**src/rtl/zb_lane_mux_pkg.sv**
```systemverilog
// Shared types and default sizing for the Zigbee TX lane recombiner.
package zb_lane_mux_pkg;

  localparam int unsigned LANE_MUX_N_LANES_DEF = 8;
  localparam int unsigned LANE_MUX_DATA_W_DEF  = 1;

  typedef enum logic {
    IDLE = 1'b0,
    SEND = 1'b1
  } lane_mux_state_t;

endpackage

```
**src/rtl/lane_mux_serializer_mux_n21.sv**
```systemverilog
// Combinational N-to-1 lane selector; inverse of the 1-to-N lane demultiplexers.
module mux_n21
  import zb_lane_mux_pkg::*;
#(
  parameter int unsigned N_LANES = LANE_MUX_N_LANES_DEF,
  parameter int unsigned DATA_W  = LANE_MUX_DATA_W_DEF,
  parameter int unsigned SEL_W   = $clog2(N_LANES)
) (
  input  logic [N_LANES*DATA_W-1:0] inData,
  input  logic [SEL_W-1:0]          inSel,
  output logic [DATA_W-1:0]         outData
);

  // Out-of-range selects (non power-of-2 lane counts) return zero.
  always_comb begin
    outData = '0;
    for (int unsigned k = 0; k < N_LANES; k++) begin
      if (inSel == SEL_W'(k)) begin
        outData = inData[k*DATA_W +: DATA_W];
      end
    end
  end

endmodule

```
**src/rtl/lane_mux_serializer.sv**
```systemverilog
// Captures an N_LANES-wide word and emits it one lane per accepted beat, lane 0 first.
// Optional outLast end-of-word marker enabled by defining LANE_MUX_LAST_EN.
module lane_mux_serializer
  import zb_lane_mux_pkg::*;
#(
  parameter int unsigned N_LANES = LANE_MUX_N_LANES_DEF,
  parameter int unsigned DATA_W  = LANE_MUX_DATA_W_DEF,
  parameter int unsigned SEL_W   = $clog2(N_LANES)
) (
  input  logic                      inClk,
  input  logic                      inRst,
  input  logic [N_LANES*DATA_W-1:0] inData,
  input  logic                      inValid,
  output logic                      inReady,
  output logic [DATA_W-1:0]         outData,
  output logic [SEL_W-1:0]          outSel,
  output logic                      outValid,
  input  logic                      outReady
`ifdef LANE_MUX_LAST_EN
  ,
  output logic                      outLast
`endif
);

  localparam int unsigned      WORD_W   = N_LANES * DATA_W;
  localparam logic [SEL_W-1:0] LAST_SEL = SEL_W'(N_LANES - 1);

  lane_mux_state_t   state;
  logic [WORD_W-1:0] hold_reg;
  logic [SEL_W-1:0]  sel;
  logic              last_c;
  logic              beat_c;
  logic              take_c;

  assign last_c   = (sel == LAST_SEL);
  assign outValid = (state == SEND);
  assign beat_c   = outValid & outReady;
  // Accepting on the final beat lets consecutive words stream with no bubble.
  assign inReady  = (state == IDLE) | (outReady & last_c);
  assign take_c   = inReady & inValid;
  assign outSel   = sel;

  always_ff @(posedge inClk) begin
    if (inRst) begin
      state    <= IDLE;
      hold_reg <= '0;
      sel      <= '0;
    end else if (take_c) begin
      state    <= SEND;
      hold_reg <= inData;
      sel      <= '0;
    end else if (beat_c) begin
      if (last_c) begin
        state <= IDLE;
        sel   <= '0;
      end else begin
        sel <= sel + SEL_W'(1);
      end
    end
  end

  mux_n21 #(
    .N_LANES (N_LANES),
    .DATA_W  (DATA_W),
    .SEL_W   (SEL_W)
  ) u_mux (
    .inData  (hold_reg),
    .inSel   (sel),
    .outData (outData)
  );

`ifdef LANE_MUX_LAST_EN
  assign outLast = outValid & last_c;
`endif

endmodule

```
**config.mk**
```make
export PLATFORM = sky130hd
export DESIGN_NAME = lane_mux_serializer
export DESIGN_NICKNAME = d
export VERILOG_FILES = /design/src/rtl/zb_lane_mux_pkg.sv /design/src/rtl/lane_mux_serializer_mux_n21.sv /design/src/rtl/lane_mux_serializer.sv
export SDC_FILE = /design/constraint.sdc
export NUM_CORES = 1
export LEC_CHECK = 0
export ABC_AREA = 0
export CAP_MARGIN = 40
export CORE_AREA = 5 5 42 44
export CTS_CLUSTER_SIZE = 28
export DETAILED_ROUTE_END_ITERATION = 6
export DIE_AREA = 0 0 47 49
export DONT_BUFFER_PORTS = 1
export PLACE_DENSITY = 0.7
export SLEW_MARGIN = 20
export SYNTH_ARGS = -nofsm -noshare
export SYNTH_HDL_FRONTEND = slang
export SYNTH_SLANG_ARGS = --single-unit
```
**constraint.sdc**
```tcl
create_clock -name inClk -period 2.9 [get_ports inClk]
set_clock_uncertainty 0.1 [all_clocks]
set_input_delay 0 -clock inClk [delete_from_list [all_inputs] [get_ports inClk]]
set_output_delay 0 -clock inClk [all_outputs]
set_load 0.01 [all_outputs]
```
==> impl_metrics.ini <==
[status]
outcome = finished, final reports clean

[setup_path]
crit_path_max_fanout = 10
cp_num_cells = 7
cp.arrival_ns = 2.53
cp.buffers_inverters = 1
slowest_stage = dlygate4sd3_1
cpPeakStageDelay_ns = 0.56
cp.required_ns = 2.97
critPathLaunchType = flop
critPathTopFamily = buffers and inverters
path_class = reg -> reg
cp_common_cell = ha_1
r2r_cells = 7
crit_chain = ha_1 > ha_1 > a21bo_4 > and2_4 > mux2i_1 > nor2_1 > dlygate4sd3_1
endpoint_kind = flop

[finish]
n_fill_cell = 134
final_cells = 100
largest_reg_flops = 8
diodes = 0
nets = 103
final_cell_mix = 12 x dlygate4sd3_1, 12 x dfxtp_1, 11 x nor2_1
stdcell_area_sq_um = 799.5
final_core_util_pct = 57.05
drive_above_1_share_pct = 8.333
area_growth_pct = 25.29

[synthesis]
netlist_area_sq_um = 638.1
synthDistinctLibCells = 20
synth.net_count = 88
synth-seq-cells = 12
yosys_warnings = 0
synth_seq_area_share_pct = 37.65
synth_cells = 70
synth_area_per_cell_sq_um = 9.116

[floorplanning]
num_rows = 14
initial_core_util_pct = 45.54
coreArea_sq_um = 1401
design.die.area_sq_um = 2303
pin_count = 18
die_h_um = 49
die_w_um = 47

[timing]
fin_ws_ns = 0.4474
fmax_mhz = 407.7
drv_slew = 0
hold_violations = 0
setup_viol = 0
whs_ns = 0.02767
tightest_slew_ns = 0.4461
tns_ns = 0
period_minus_slack_ns = 2.453
rsz0062_at_grt = no
fin_crit_sh_pct = 84.57
maxSlewHeadroom_pct = 70.16

[clock_tree]
htree_levels = 1
clockBufferDepth = 2
root_buffer = clkbuf_4
cts.sinks = 12
clock_latency_ns = 0.28
cts_resized = 0
path_clk_slew_ns = 0.08
cts_buffers = 3
cts_tree = yes

[placed_design]
portBuffers = 0
dp_cells = 84
place_area_sq_um = 643.1
globalplace.congestion = 0.7536
preCtsSetupSlack_ns = 1.043
dp_hpwl_um = 940.7

[hold_path]
holdPathStages = 1
hold_class = in -> out

[power]
comb_power_share_pct = 13.8
p_clk_share_pct = 37.0
power_density_nw_per_um2 = 458.4
peakVddDrop_uv = 267.4
switching_share_pct = 23.97
totalPowerFinal_mw = 0.3665
p_seq_share_pct = 49.2
p_int_mw = 0.2786
p_sw_mw = 0.08784
leakage_nw = 0.3287

[detailed_routing]
firstDrtPassIters = 4
drt_iter0_drc = 3
vias_per_cell = 5.200
wire_per_inst_um = 13.53
via_count = 520
drt-total-wl_um = 1353
postRouteAntennaNets = 0
drc = 0

[global_routing]
grt_usage_pct = 14.34
grt_max_degree = 13
grt_pass1_vias = 544
grt_antenna_before_repair = 0
grt-ovfl-total = 0
grt_pass1_wl_um = 2346

[job]
cap_violations = 0
[power by group through the flow]
stage	registers, mW	logic [mW]	clock network, mW
2_1_floorplan	0.182	0.0342	0
5_1_grt	0.182	0.0567	0.150
3_5_place_dp	0.184	0.0350	0
6_report	0.180	0.0507	0.135
4_1_cts	0.180	0.0513	0.138
3_3_place_gp	0.184	0.0347	0
[worst paths after layout]
path | startpoint | to | slack [ns]
max | outSel[0] | hold_reg[4] | 0.45
max reg2reg | outSel[0] | hold_reg[4] | 0.45
min reg2reg | hold_reg[6] | hold_reg[6] | 0.40
min | outReady | inReady | 0.03
[timing repair]
| item | CTS | global route |
|---|---|---|
| hold endpoints to repair | 12 | 0 |
| setup buffers | 0 | 0 |
| hold buffers | 12 | 0 |
[layer usage]
layer	vias up	part of all wire (%)	GRT usage [%]
li1	268	-	-
met1	233	40	16.63
met2	14	47	21.49
met3	5	9.5	4.428
met4	0	3.1	9.677
met5	-	0	0
[cells by family after synthesis]
logic type,after synthesis,share of synthesized area [%]
adders and majority gates,6,11.76
and+or+nand+nor,22,17.06
buffers and inverters,7,5.294
muxes,9,14.12
DFF,12,37.65
AOI/OAI and AO/OA,14,14.12
[worst register-to-register path, stage by stage, from the launching register on]
cell	delay [ns]
dfxtp_1	0.47
ha_1	0.23
ha_1	0.28
a21bo_4	0.19
and2_4	0.25
mux2i_1	0.21
nor2_1	0.05
dlygate4sd3_1	0.56
[synthesized netlist by cell type]
master    instances  share of area [%]
dfxtp_1          12                 38
nor2_1           11                6.5
mux2i_1           9                 14
a21oi_1           8                6.3
ha_1              6                 12
inv_1             5                2.9
nor3_1            3                2.4
nand2_1           2                1.2
nor3b_1           2                2.4
o21ai_0           2                1.6
a211oi_1          1                1.2
a21bo_4           1                2.5
a221oi_1          1                1.4
and2_4            1                1.4
buf_6             1                1.8
clkbuf_1          1               0.59
nand2b_1          1               0.98
nor2b_1           1               0.98
o31ai_1           1                1.2
or3b_2            1                1.4
[final cells by class]
| class | count | area [sq um] | share of cell area (%) |
|---|---|---|---|
| tap | 16 | 20.02 | 2.504 |
| clock buffer | 4 | 36.28 | 4.538 |
| inverter | 5 | 18.77 | 2.347 |
| sequential | 12 | 240.2 | 30.05 |
| multi-input combinational | 51 | 364.1 | 45.54 |
| timing repair buffer | 12 | 120.1 | 15.02 |
(Power assumes the default switching activity.)
